## config.mk

```make
export PLATFORM = sky130hd
export DESIGN_NAME = pipe_addsub_radix4
export DESIGN_NICKNAME = d
export VERILOG_FILES = /design/src/rtl/pipe_addsub_radix4.sv
export SDC_FILE = /design/constraint.sdc
export NUM_CORES = 1
export LEC_CHECK = 0
export BUFFER_PORTS_ARGS = -buffer_cell sky130_fd_sc_hd__buf_2
export CORE_ASPECT_RATIO = 0.6
export CORE_UTILIZATION = 40
export CTS_CLUSTER_SIZE = 30
export DETAILED_ROUTE_END_ITERATION = 8
export GPL_ROUTABILITY_DRIVEN = 1
export PLACE_DENSITY = 0.71
export SYNTH_ARGS = -nofsm -noshare
export SYNTH_HDL_FRONTEND = slang
export SYNTH_SLANG_ARGS = --single-unit
```

## constraint.sdc

```tcl
create_clock -name clk -period 4 [get_ports clk]
set_input_delay 0.2 -clock clk [delete_from_list [all_inputs] [get_ports clk]]
set_output_delay 0.2 -clock clk [all_outputs]
set_load 0.1 [all_outputs]
```

## src/rtl/pipe_addsub_radix4.sv

```systemverilog
// Pipelined W-bit adder/subtractor, one radix-4 digit per stage.
// Global-stall valid/ready pipeline; flags travel with the data.
//
// Ports:
//   clk        rising-edge clock
//   reset      synchronous active-high reset
//   in_valid   operand transaction valid
//   in_ready   transaction accepted this cycle
//   in_a       operand A
//   in_b       operand B
//   in_sub     0: A+B, 1: A-B
//   out_valid  result valid
//   out_ready  consumer accepts result
//   out_sum    A+/-B modulo 2^W
//   out_cout   carry out of MSB digit (sub: 1 = no borrow)
//   out_ovf    signed two's-complement overflow
module pipe_addsub_radix4 #(
   parameter int W = 8
) (
   input  logic         clk,
   input  logic         reset,
   input  logic         in_valid,
   output logic         in_ready,
   input  logic [W-1:0] in_a,
   input  logic [W-1:0] in_b,
   input  logic         in_sub,
   output logic         out_valid,
   input  logic         out_ready,
   output logic [W-1:0] out_sum,
   output logic         out_cout,
   output logic         out_ovf
);

   localparam int S = W / 2;

   // Weighted 5-input digit sum: bits 4,3 weigh 2, bits 2..0 weigh 1.
   // Result [1:0] is the digit, [2] the carry; max value 7 -> 3/carry.
   function automatic logic [2:0] f_dsum(input logic [4:0] idx);
      f_dsum = {1'b0, idx[4], 1'b0}
             + {1'b0, idx[3], 1'b0}
             + {2'b0, idx[2]}
             + {2'b0, idx[1]}
             + {2'b0, idx[0]};
   endfunction

   logic         r_v   [S];
   logic         r_c   [S];
   logic [W-1:0] r_sum [S];
   logic [W-1:0] r_a   [S];
   logic [W-1:0] r_b   [S];

   logic         w_adv;
   logic [W-1:0] w_b;
   logic [2:0]   w_d   [S];
   logic [W-1:0] w_s   [S];

   // Whole pipe moves together; it only stalls when the tail
   // holds a result the consumer has not taken.
   assign w_adv    = ~r_v[S-1] | out_ready;
   assign in_ready = w_adv;

   // Subtraction as A + ~B + 1, the +1 entering as digit-0 carry.
   assign w_b = in_sub ? ~in_b : in_b;

   always_comb begin
      for (int k = 0; k < S; k++) begin
         w_d[k] = '0;
         w_s[k] = '0;
      end
      w_d[0] = f_dsum({in_a[1], w_b[1],
                       in_a[0], w_b[0], in_sub});
      w_s[0][1:0] = w_d[0][1:0];
      for (int k = 1; k < S; k++) begin
         w_d[k] = f_dsum({r_a[k-1][2*k+1],
                          r_b[k-1][2*k+1],
                          r_a[k-1][2*k],
                          r_b[k-1][2*k],
                          r_c[k-1]});
         w_s[k] = r_sum[k-1];
         w_s[k][2*k +: 2] = w_d[k][1:0];
      end
   end

   // Data registers load only with a valid token so bubbles leave
   // the last result in place.
   always_ff @(posedge clk) begin
      if (reset) begin
         for (int k = 0; k < S; k++) begin
            r_v[k]   <= 1'b0;
            r_c[k]   <= 1'b0;
            r_sum[k] <= '0;
            r_a[k]   <= '0;
            r_b[k]   <= '0;
         end
      end else if (w_adv) begin
         r_v[0] <= in_valid;
         if (in_valid) begin
            r_sum[0] <= w_s[0];
            r_c[0]   <= w_d[0][2];
            r_a[0]   <= in_a;
            r_b[0]   <= w_b;
         end
         for (int k = 1; k < S; k++) begin
            r_v[k] <= r_v[k-1];
            if (r_v[k-1]) begin
               r_sum[k] <= w_s[k];
               r_c[k]   <= w_d[k][2];
               r_a[k]   <= r_a[k-1];
               r_b[k]   <= r_b[k-1];
            end
         end
      end
   end

   assign out_valid = r_v[S-1];
   assign out_sum   = r_sum[S-1];
   assign out_cout  = r_c[S-1];
   assign out_ovf   = (r_a[S-1][W-1] == r_b[S-1][W-1])
                    & (r_sum[S-1][W-1] != r_a[S-1][W-1]);

endmodule

```

==> summary.txt <==
Global routing
  • Largest net degree at the start of global routing: 32
  • Overflow after GRT: 0
  • Vias in the first global route: 1,140
  • First-pass GRT wire length: between 5 and 6 mm
  • Tot GR Track Use: between 10% and 20%
  • Initial antenna violation count: 0

Power
  • Flop pwr share: 61.1%
  • Internal power: between 0.8 and 0.9 mW
  • Clock group share of total power: roughly a quarter
  • Leakage power: around 1.0 nW
  • Gate power share: about an eighth
  • NetSw: 0.272 mW
  • Cell Pwr Density: between 300 and 400 nW/um2
  • IR drop worst, VDD: approximately 0.15 mV
  • Sw Share: 24.8%

Drt
  • DRT iter0 DRCs: between 50 and 60
  • 1st-pass router iterations: 4
  • Final wirelength: ~3.5 mm
  • Number of vias per cell: roughly 4.7
  • Antenna Nets Post-Route: 0
  • DRC violations left: 0
  • Via count: between 1,000 and 1,500
  • Wire per inst: ~13 um

Yosys
  • Synth Register Bits: 54
  • Synthesized area: 2580 um2
  • Synth Instances: approximately 170
  • Synth warn: 0
  • Sequential area share after synthesis: a little over three fifths
  • Count of cell types in the netlist: 22
  • Avg Cell Area, Syn: between 15 and 20 um2
  • Post-Syn Nets: between 150 and 200

Placed design
  • Placed instance count: about 270
  • DP Wirelength: approximately 2.4 mm
  • PortBufs: 32
  • GP Congestion: a little over 0.7

Critical path
  • Worst Path Required: approximately 3800 ps
  • Reg-to-reg endpoint: r_v[3]
  • Cells on worst reg2reg path: 3
  • FF-to-FF Start: r_v[3]
  • Critical Path AT: between 1500 and 2000 ps
  • R2R Setup Slk: 2180 ps
  • Worst setup SP type: register
  • Setup Crit Path Kind: register to primary output
  • Worst setup EP type: primary output
  • CP max FO: 26

Run
  • Max_cap viols: 0

STA
  • Worst-margin pin slew: about 620 ps
  • Slew Limit Fails: 0
  • Final hold vios: 0
  • Final setup viols: 0
  • RSZ-0062 raised after global routing: no
  • Minimum clock period: around 1900 ps
  • TNS Setup: 0 ps
  • Skew final: about 6.1 ps
  • Tcrit/Tclk final: between 40% and 50%
  • Highest clock rate: around 520 MHz
  • Hold WS: around 220 ps
  • Max-slew headroom: about three fifths

Worst hold path
  • Hold Crit Endpoint: r_a[0][4]
  • Hold path depth: 2
  • Hold path start: in_a[4]
  • Hold Crit Class: primary input to register

CTS
  • Worst skew pair latency: approximately 310 ps
  • CTS tree: yes
  • Post-CTS setup buffer count: 0
  • Clock-pin slew on the worst setup and hold paths: 80 ps
  • Max clock buf depth: 2
  • CTS Buf Count: 5
  • Cts repair resizes: 0
  • H-tree depth: 2
  • Clock sink total: 54
  • Root buf cell: clkbuf_8
  • Hold_buf cts: 0

Die
  • Num rows: 22
  • Die extent in y: ~64 um
  • Core area: roughly 6000 um2
  • Die X: ~110 um
  • I/O Pins: 33
  • Die area: between 6000 and 7000 um2
  • Initial Utilization: between 40% and 50%

Cells and area
  • Non-Filler Instances: approximately 280
  • P&R area growth vs syn: 9.25%
  • Share of layout cells above drive strength 1: a little over a third
  • Final nets: 220
  • Ant. Diodes: 0
  • FILL cells: slightly below 600

Outcome
  • Status: finished clean
==> cell usage in the layout, fill, tap and decap left out, types with 2 or more instances in the layout <==
master,count
nor3_2,7
buf_2,32
nor2_1,4
a21o_2,4
inv_1,14
nor3b_1,25
xnor2_1,7
fa_1,7
edfxtp_1,54
nand2b_4,4
clkbuf_1,2
nor3_1,7
nor3b_2,11
clkbuf_8,5
==> layout make-up <==
class                   instances  area [um2]  area share, %
well taps                      84         105           3.72
repair buffers                 33         168           5.94
clock buffers                   7        76.3           2.70
multi-input cells              83         796           28.2
flip-flops and latches         54        1620           57.4
inverters                      15        56.3           1.99
==> power groups by stage <==
stage | Sequential (mW) | Clock, mW | Combinational (mW)
after floorplan | 0.721 | 0 | 0.0816
after global placement | 0.684 | 0 | 0.142
after detailed placement | 0.685 | 0 | 0.145
after CTS | 0.672 | 0.290 | 0.145
after global routing | 0.675 | 0.311 | 0.156
final | 0.672 | 0.285 | 0.144
==> registers in the layout, summed over array words and instances (netlist names) <==
name	flops
r_sum	20
r_a	13
r_b	13
r_v	4
r_c	4
==> through the flow <==
stage / utilization, % / worst slack (ps) / power [mW] / area (um2)
2_1_floorplan: - / 1230 / 0.802 / 2580
3_3_place_gp: 44.5 / 2270 / 0.826 / 2750
3_5_place_dp: 44.5 / 2180 / 0.829 / 2750
4_1_cts: 45.8 / 2090 / 1.11 / 2820
5_1_grt: 45.8 / 1990 / 1.14 / 2820
6_report: 45.8 / 2090 / 1.10 / 2820
==> cell families (layout without fill, tap and decap cells) <==
family	count (synthesis)	count (layout)	share of synthesized area, %
AOI/OAI and AO/OA	5	5	1.60
xor gates and xnor gates	8	8	2.71
DFF	54	54	62.8
buffers and inverters	28	55	6.73
adders and majority gates	7	7	5.42
and+or+nand+nor	62	62	20.3
muxes	1	1	0.436
==> layer usage <==
| metal | vias up | track usage, % | part of all wire, % |
|---|---|---|---|
| li1 | 637 | - | - |
| met1 | 616 | 17.2 | 54 |
| met2 | 39 | 14.2 | 38 |
| met3 | 8 | 4.08 | 6.2 |
| met4 | 0 | 5.21 | 1.8 |
| met5 | - | 0 | 0 |
==> worst max-delay path: stages (launching register included) <==
cell and delay [ps]:
edfxtp_1 360, nor2b_4 550, inv_2 160, buf_2 330
==> worst max-delay path by stage <==
stage | slack, ps | cells after the start | from | end
after floorplan | 1230 | 2 | r_sum[3][7] | out_ovf
after global placement | 2270 | 3 | r_v[3] | r_v[3]
after detailed placement | 2180 | 3 | r_v[3] | r_v[3]
after CTS | 2090 | 3 | r_v[3] | in_ready
after global routing | 1990 | 3 | r_v[3] | in_ready
final | 2090 | 3 | r_v[3] | in_ready
==> Yosys cell counts <==
master	n	area [um2]
buf_6	6	67.6
xor2_1	1	8.76
mux2_2	1	11.3
nor3b_2	11	138
nor3_1	7	35.0
nand2b_1	1	6.26
nand2_1	1	3.75
xnor2_1	7	61.3
inv_1	14	52.6
buf_12	1	20.0
nand2b_2	1	8.76
nand2b_4	4	55.1
o22ai_1	1	6.26
fa_1	7	140
nor2b_1	1	6.26
edfxtp_1	54	1620
nor2_1	4	15.0
nor3b_1	25	188
buf_2	6	30.0
inv_2	1	3.75
nor3_2	7	70.1
a21o_2	4	35.0
Note: power is estimated with default switching activity, not from simulation.
